**src/rtl/blinky_ctrl.sv**
```systemverilog
// blinky_ctrl: LED pattern sequencer (solid, continuous blink, burst).
// New configurations land in a shadow register and are applied only at
// phase boundaries, so an in-flight blink is never cut short.

package blinky_pkg;
  localparam int CounterWidth = 4;
  typedef enum logic [1:0] {
    MODE_OFF   = 2'd0,
    MODE_ON    = 2'd1,
    MODE_BLINK = 2'd2,
    MODE_BURST = 2'd3
  } mode_e;
endpackage

// state | meaning
// ------+----------------------------------------------------------
// IDLE  | LED off, disabled or active mode OFF
// SOLID | LED on continuously (mode ON)
// HI    | LED on for one period of P cycles
// LO    | LED off for one period of P cycles
// GAP   | LED off between bursts, GapTicks periods
module blinky_ctrl #(
  parameter int CounterWidth  = blinky_pkg::CounterWidth,
  parameter int PrescaleWidth = 16,
  parameter int GapTicks      = 8
) (
  input  logic                     clk_i,
  input  logic                     rst_ni,
  input  logic                     enable_i,
  input  logic                     cfg_valid_i,
  output logic                     cfg_ready_o,
  input  logic [1:0]               cfg_mode_i,
  input  logic [PrescaleWidth-1:0] cfg_period_i,
  input  logic [CounterWidth-1:0]  cfg_count_i,
  output logic                     led_o,
  output logic                     busy_o,
  output logic                     burst_done_o
);

  typedef enum logic [2:0] {
    ST_IDLE  = 3'd0,
    ST_SOLID = 3'd1,
    ST_HI    = 3'd2,
    ST_LO    = 3'd3,
    ST_GAP   = 3'd4
  } state_e;

  state_e                   state_q;
  blinky_pkg::mode_e        mode_q, shd_mode_q;
  logic [PrescaleWidth-1:0] period_q, shd_period_q, presc_q;
  logic [CounterWidth-1:0]  count_q, shd_count_q, blink_q, gap_q;
  logic                     pending_q, burst_done_q;

  logic [PrescaleWidth-1:0] period_last;
  logic [CounterWidth-1:0]  count_last;
  logic [CounterWidth-1:0]  gap_last;
  logic                     running, tick, boundary, apply, accept;

  // A zero period or count behaves as one, so the last index is 0 in both cases.
  assign period_last = (period_q == '0) ? '0 : period_q - PrescaleWidth'(1);
  assign count_last  = (count_q == '0) ? '0 : count_q - CounterWidth'(1);
  assign gap_last    = CounterWidth'(GapTicks - 1);

  assign running  = (state_q == ST_HI) || (state_q == ST_LO) || (state_q == ST_GAP);
  assign tick     = running && (presc_q == period_last);
  // HI is not a boundary: switching there would truncate the lit half of a blink.
  assign boundary = (state_q == ST_IDLE) || (state_q == ST_SOLID) ||
                    (tick && ((state_q == ST_LO) || (state_q == ST_GAP)));
  assign apply    = pending_q && boundary;
  assign accept   = cfg_valid_i && !pending_q;

  function automatic state_e start_state(input blinky_pkg::mode_e m);
    case (m)
      blinky_pkg::MODE_OFF: return ST_IDLE;
      blinky_pkg::MODE_ON:  return ST_SOLID;
      default:              return ST_HI;
    endcase
  endfunction

  // Handshake, shadow/active config, prescaler, counters and FSM state.
  always_ff @(posedge clk_i or negedge rst_ni) begin
    if (!rst_ni) begin
      state_q      <= ST_IDLE;
      mode_q       <= blinky_pkg::MODE_OFF;
      period_q     <= '0;
      count_q      <= '0;
      shd_mode_q   <= blinky_pkg::MODE_OFF;
      shd_period_q <= '0;
      shd_count_q  <= '0;
      pending_q    <= 1'b0;
      presc_q      <= '0;
      blink_q      <= '0;
      gap_q        <= '0;
      burst_done_q <= 1'b0;
    end else begin
      burst_done_q <= 1'b0;
      if (accept) begin
        shd_mode_q   <= blinky_pkg::mode_e'(cfg_mode_i);
        shd_period_q <= cfg_period_i;
        shd_count_q  <= cfg_count_i;
        pending_q    <= 1'b1;
      end
      if (apply) begin
        mode_q    <= shd_mode_q;
        period_q  <= shd_period_q;
        count_q   <= shd_count_q;
        pending_q <= 1'b0;
        presc_q   <= '0;
        blink_q   <= '0;
        gap_q     <= '0;
        state_q   <= enable_i ? start_state(shd_mode_q) : ST_IDLE;
      end else if (!enable_i) begin
        state_q <= ST_IDLE;
        presc_q <= '0;
        blink_q <= '0;
        gap_q   <= '0;
      end else begin
        if (running) presc_q <= tick ? '0 : presc_q + PrescaleWidth'(1);
        case (state_q)
          ST_IDLE:  if (mode_q != blinky_pkg::MODE_OFF) state_q <= start_state(mode_q);
          ST_SOLID: state_q <= ST_SOLID;
          ST_HI:    if (tick) state_q <= ST_LO;
          ST_LO: begin
            if (tick) begin
              if (mode_q == blinky_pkg::MODE_BURST && blink_q == count_last) begin
                blink_q      <= '0;
                burst_done_q <= 1'b1;
                state_q      <= ST_GAP;
              end else begin
                if (mode_q == blinky_pkg::MODE_BURST) blink_q <= blink_q + CounterWidth'(1);
                state_q <= ST_HI;
              end
            end
          end
          ST_GAP: begin
            if (tick) begin
              if (gap_q == gap_last) begin
                gap_q   <= '0;
                state_q <= ST_HI;
              end else begin
                gap_q <= gap_q + CounterWidth'(1);
              end
            end
          end
          default: state_q <= ST_IDLE;
        endcase
      end
    end
  end

  assign cfg_ready_o  = !pending_q;
  assign led_o        = (state_q == ST_SOLID) || (state_q == ST_HI);
  assign busy_o       = (state_q != ST_IDLE) || pending_q;
  assign burst_done_o = burst_done_q;

endmodule

```
**config.mk**
```make
export PLATFORM = sky130hd
export DESIGN_NAME = blinky_ctrl
export DESIGN_NICKNAME = d
export VERILOG_FILES = /design/src/rtl/blinky_ctrl.sv
export SDC_FILE = /design/constraint.sdc
export NUM_CORES = 1
export LEC_CHECK = 0
export CAP_MARGIN = 10
export CORE_AREA = 2 2 110 112
export DETAILED_ROUTE_END_ITERATION = 10
export DIE_AREA = 0 0 112 114
export PLACE_DENSITY = 0.62
export SLEW_MARGIN = 10
export SYNTH_ARGS = -nofsm -noshare
export SYNTH_HDL_FRONTEND = slang
export SYNTH_SLANG_ARGS = --single-unit
```
**constraint.sdc**
```tcl
create_clock -name clk_i -period 5.5 [get_ports clk_i]
set_input_delay 0.825 -clock clk_i [delete_from_list [all_inputs] [get_ports clk_i]]
set_output_delay 0.825 -clock clk_i [all_outputs]
set_load 0.02 [all_outputs]
```
## Yosys cells after proc, flatten, opt, wreduce, memory -nomap -nowiden

Index checks and enable logic that the tools add are counted.

- Output and inout port bits: 4
- Input bits: 26
- Word-level logic and storage cells: 97
- Register bits after elaboration: 73

- Reductions and logical operators: 24
- Equal/unequal tests: 20
- Multiplexer cells: 36
- Add/subtract/negate cells: 5

Operators with widths:

| cell | number |
|---|---|
| 16-bit two-way mux | 5 |
| 4-bit two-way mux | 12 |
| 3-bit two-way mux | 9 |
| 16-bit by 1-bit adder with 16-bit output (second input constant) | 1 |
| 16-bit equality test | 1 |
| 16-bit logical NOT | 1 |
| 16-bit by 1-bit subtractor with 16-bit output (second input constant) | 1 |
| 3-bit one-hot mux with 5 select lines | 1 |
| 3-bit by 1-bit != test with 1-bit output (second input constant) | 4 |
| 4-bit != test (second input constant) | 3 |
| 4-bit by 1-bit adder with 4-bit output (second input constant) | 2 |
| 4-bit by 3-bit != test with 1-bit output (second input constant) | 2 |
| 2-bit one-hot mux with 2 select lines | 2 |
| 1-bit logical OR | 7 |
| 1-bit two-way mux | 7 |
| 3-bit by 2-bit equality test with 1-bit output (second input constant) | 2 |
| 1-bit logical AND | 5 |
| 5-bit AND reduction | 1 |
| 2-bit by 1-bit equality test with 1-bit output (second input constant) | 2 |
| 4-bit by 3-bit equality test with 1-bit output (second input constant) | 1 |
| 4-bit equality test | 1 |
| 2-bit logical NOT | 2 |
| 4-bit logical NOT | 1 |
| 4-bit by 1-bit != test with 1-bit output (second input constant) | 1 |
| 10 further kinds | 11 |

## Depth between registers and ports, before layout

- Depth after elaboration: 9
- Gate-level depth with buffers: 14
- Mapped depth without buffers: 11

## Least setup slack after synthesis

OpenSTA, ideal clock, no wires.

- Path type: reg2reg
- Start point: register period_q[6]
- End point: register count_q[3]
- Arrival: 3681 ps
- Stages on the path, launching flop included: 12
- Setup time: 125 ps
- Clock period less this slack: 3805 ps
- Path slack: 1695 ps
- Buffers on the path: 3
- Required time: 5375 ps
- Cells stage by stage: dfrtp_1 -> buf_6 -> or4_4 -> or4_4 -> nor4_1 -> mux2i_1 -> o211ai_1 -> or4b_4 -> o31ai_4 -> buf_6 -> buf_6 -> mux2_2

- Cells in the longest elaborated chain, start to end: 7
- Elaborated cells between the ends (all ways): 8
- Those cells by class: add/sub (1); eq/ne (1); mux (1); reduce/logical (5)

RTL lines:

| what | RTL line | RTL |
|---|---|---|
| start, declared | 50 | `logic [PrescaleWidth-1:0] period_q, shd_period_q, presc_q;` |
| start signal, assigned | 105 | `period_q <= shd_period_q;` |
| 16-bit by 1-bit subtractor with 16-bit output or 16-bit logical NOT (tied branches) | 60 | `assign period_last = (period_q == '0) ? '0 : period_q - PrescaleWidth'(1);` |
| 16-bit two-way mux (*) | 60 |  |
| 16-bit equality test (*) | 65 | `assign tick = running && (presc_q == period_last);` |
| 1-bit logical AND (*) | 65 |  |
| 1-bit logical AND (*) | 68 | `(tick && ((state_q == ST_LO) \|\| (state_q == ST_GAP)));` |
| 1-bit logical OR (*) | 67 | `assign boundary = (state_q == ST_IDLE) \|\| (state_q == ST_SOLID) \|\|` |
| 1-bit logical AND (*) | 69 | `assign apply = pending_q && boundary;` |
| end signal, assigned | 106 | `count_q <= shd_count_q;` |
| end, declared | 51 | `logic [CounterWidth-1:0] count_q, shd_count_q, blink_q, gap_q;` |

Every way passes the cells marked *; elsewhere a longest branch is shown, timed or not.
A chain may end at the register's enable or synchronous reset.

## Worst setup path after layout

- Start point: register period_q[6]
- End point: register state_q[1]

- Cells in the longest elaborated chain, start to end: 9
- Elaborated cells between the ends (all ways): 15
- Those cells by class: add/sub (1); eq/ne (6); mux (2); reduce/logical (6)

RTL lines:

| what | RTL line | RTL |
|---|---|---|
| 16-bit by 1-bit subtractor with 16-bit output or 16-bit logical NOT (tied branches) | 60 |  |
| 16-bit two-way mux (*) | 60 |  |
| 16-bit equality test (*) | 65 |  |
| 1-bit logical AND (*) | 65 |  |
| 1-bit logical AND | 68 |  |
| 1-bit logical OR | 67 |  |
| 1-bit logical AND | 69 |  |
| 4-bit by 3-bit != test with 1-bit output (no line) or 4-bit != test (tied branches) | n/a |  |
| 5-bit AND reduction (no line) | n/a |  |
| end signal, assigned | 111 | `state_q <= enable_i ? start_state(shd_mode_q) : ST_IDLE;` |
| end signal, assigned | 120 | `ST_IDLE: if (mode_q != blinky_pkg::MODE_OFF) state_q <= start_state(mode_q);` |
| end, declared | 48 | `state_e state_q;` |

Marked as above.

==> summary.txt <==
Detail Placement HPWL: 6890 microns
First-pass GRT wire length: 16900 microns
Max-Cap Viols: 0
Clock Latency Late Sink: 0.33 ns
R2R Path Start: period_q[6]$_DFFE_PN0N_
Finished Cell Area: 5120 sq um
CTS tree: done
CP max FO: 29
Initial antenna violation count: 0
Final min period: 4.41 ns
Post-Place Cell Area: 4810 sq um
Pin count of the biggest net entering global routing: 74
Layout cell share with drive strength beyond 1: 0.189
Most common cell after layout, fill and taps aside: dfrtp_1
Synth area leader: dfrtp_1
Worst path depth: 10
# clock sinks: 73
Finished Core Util: 0.437
Post-synthesis mux area share: 0.116
# setup viols final: 0
Core Area: 11700 sq um
Dpl ws: 1.15 ns
Sum of negative setup slack: 0 ns
FF+latch count, synth: 73
LEAKAGE: 1.96 nW
Worst-margin pin slew: 1.09 ns
Crit. End Element: flip-flop
CP arrival: 4.64 ns
Most frequent CP cell: or4_4
Combinational family with the most area after synthesis: simple AND/OR/NAND/NOR gates
DRC: 0
# placed instances: 607
Worst Hold Class: reg -> reg
Die area: 12800 sq um
Max clock buf depth: 2
Area contributors post-synth: dfrtp_1, mux2_2, nor2_1
First DRT Iteration DRCs: 215
ANT nets after route: 0
Pwr Total: 2.51 mW
Combinational power share: 0.379
RePlAce Congestion: 0.887
Antenna cells: 0
Slowest CP cell: or4_4
Post-synthesis simple-gate area fraction: 0.230
Sw Share: 0.372
Reg2reg end: state_q[1]$_DFFE_PN0P_
Die W: 112 microns
Clock slew seen by the registers of the worst setup and hold paths: 0.06 ns
Port bufs: 29
Yosys top cell area share: 0.405
Final hold violation count: 0
Crit path buf inv count: 1
Post-route insts no fill: 623
FP Rows: 40
Synth warnings: 0
CP endpoint: state_q[1]$_DFFE_PN0P_
Fmax: 0.227 GHz
Root buffer cell: clkbuf_16
Vias in the first global route: 3538
Die Y: 114 microns
Reg2Reg Depth: 10
Number of synthesized flops with an enable pin: 0
Pwr/cell area: 489 nW/um^2
Async S/R FF share, synth: 1.00
Worst EP required: 5.72 ns
Predominant post-synthesis flop cell: dfrtp_1
Layout Skew: 0.00670 ns
Seq/Total Area, Yosys: 0.405
Crit-path cells: or4_4, or4_4, nor4_1, mux2i_1, o211ai_1, or4b_4, o31ai_4, buf_4, mux2_2, o221a_2
RSZ-0062 raised after global routing: false
CP top delay family: simple AND/OR/NAND/NOR gates
Nets@finish: 501
Tot GR Track Use: 0.163
Hold Slack: 0.479 ns
CTS Hold Bufs: 0
Setup ws final: 1.09 ns
Grt ovf: 0
Synthesized instance count: 455
H-Tree Depth: 3
Final Max Slew Viols: 0
Slew margin rel.: 0.268
Area Growth Syn to Fin: 13.5%
Slowest stage delay, CP: 0.62 ns
Initial Util: 0.385
Post_cts resized: 0
Post-Syn Area: 4510 sq um
Final WL: 9650 microns
Sequential Power Share: 0.385
Inserted Clock Buffers: 9
Final Cycle Share: 0.802
Sw Pwr: 931 uW
Post-CTS Setup Bufs: 0
CP startpoint kind: flip-flop
Library cells used by synthesis: 74
Commonest non-fill, non-tap cells in the layout: dfrtp_1, nor2_1, mux2_2
Synth Area in Compound Gates: 0.128
Synthesized Nets: 485
DR vias/cell: 5.60
# IOs: 30
VDD IR max: 0.000270 V
Worst Setup SP: period_q[6]$_DFFE_PN0N_
Filler Cell Count: 1153
Clock share of power: 0.236
Avg Inst Size Synth: 9.92 sq um
Adder-Cell Fraction of Synth Area: 0.0111
P_int: 1.57 mW
Reg-to-reg setup timing slack: 1.09 ns
Status: complete, no violations
Type of the worst setup path: reg -> reg
First drt pass iteration count: 5
XOR/XNOR Fraction of Synth Area: 0.0602
Vias: 3490
WL/cell: 15.5 microns
-- per-layer routing --
layer	track usage	routed length, microns	part of all wire
met2	0.261	4580	0.47
met5	0	0	0
met4	0.0577	162	0.017
met3	0.0329	324	0.034
met1	0.220	4590	0.48
-- registers in the layout, summed over array words and instances (netlist names) --
| name | flops |
|---|---|
| shd_mode_q | 2 |
| mode_q | 2 |
| count_q | 4 |
| gap_q | 4 |
| burst_done_o | 1 |
| shd_count_q | 4 |
| presc_q | 16 |
| shd_period_q | 16 |
| pending_q | 1 |
| state_q | 3 |
| period_q | 16 |
| blink_q | 4 |
-- worst min path at each step --
stage                            startpoint                          to  slack (ns)  cells past startpoint
3_5_place_dp   shd_period_q[15]$_DFFE_PN0P_    period_q[15]$_DFFE_PN0N_        0.46                      2
4_1_cts        shd_period_q[15]$_DFFE_PN0P_    period_q[15]$_DFFE_PN0N_        0.48                      2
6_report       shd_period_q[15]$_DFFE_PN0P_    period_q[15]$_DFFE_PN0N_        0.48                      2
3_3_place_gp    shd_period_q[1]$_DFFE_PN0P_     period_q[1]$_DFFE_PN0N_        0.47                      2
5_1_grt          shd_count_q[0]$_DFFE_PN0P_  shd_count_q[0]$_DFFE_PN0P_        0.52                      1
2_1_floorplan   shd_period_q[0]$_DFFE_PN0P_     period_q[0]$_DFFE_PN0N_        0.45                      2
-- tightest hold or removal path, delay by kind of cell (launching register included) --
kind	cells	cell delay, ns
flops	1	0.34
compound gates	1	0.06
simple gates	1	0.05
-- logic make-up (layout without fill, tap and decap cells) --
kind of cell | count (synthesis) | count (layout)
XOR/XNOR | 31 | 31
adder cells (fa/ha/maj) | 4 | 4
flip-flops | 73 | 73
multiplexers | 47 | 47
AO/OA/AOI/OAI | 79 | 79
buffers and inverters | 37 | 58
AND/OR/NAND/NOR | 184 | 184
-- cell usage after synthesis, types with 3 or more instances --
master and n:
o21ai_0 24, nand3_1 9, mux2_2 39, a211oi_1 4, a21oi_1 12, or2_2 7, a21boi_0 3, nand2_1 31
or4_4 3, inv_1 10, clkbuf_1 11, buf_6 8, or4_1 4, xor2_1 11, nand3b_1 6, nand4_1 12
ha_1 4, nor3_1 13, mux2i_1 6, a21o_1 4, nand2b_1 9, o211ai_1 4, nor4_1 13, nand4b_1 3
xnor2_1 20, dfrtp_1 73, nor2_1 49, buf_2 4
-- power groups by stage --
stage | logic, mW | registers, mW | clock network (mW)
global route | 1.06 | 1.01 | 0.631
floorplan | 0.897 | 0.842 | 0
CTS | 0.954 | 0.962 | 0.606
global placement | 0.930 | 0.956 | 0
detailed placement | 0.947 | 0.970 | 0
finish | 0.950 | 0.964 | 0.593
-- cell type report --
class | instances | area [sq um] | share of cell area
Clock buffer | 12 | 256 | 0.0501
Tap cell | 147 | 184 | 0.0359
Timing Repair Buffer | 32 | 308 | 0.0601
Sequential cell | 73 | 1830 | 0.357
Inverter | 10 | 37.5 | 0.00733
Clock inverter | 4 | 51.3 | 0.0100
Multi-Input combinational cell | 345 | 2460 | 0.480
Note: power is estimated with default switching activity, not from simulation.
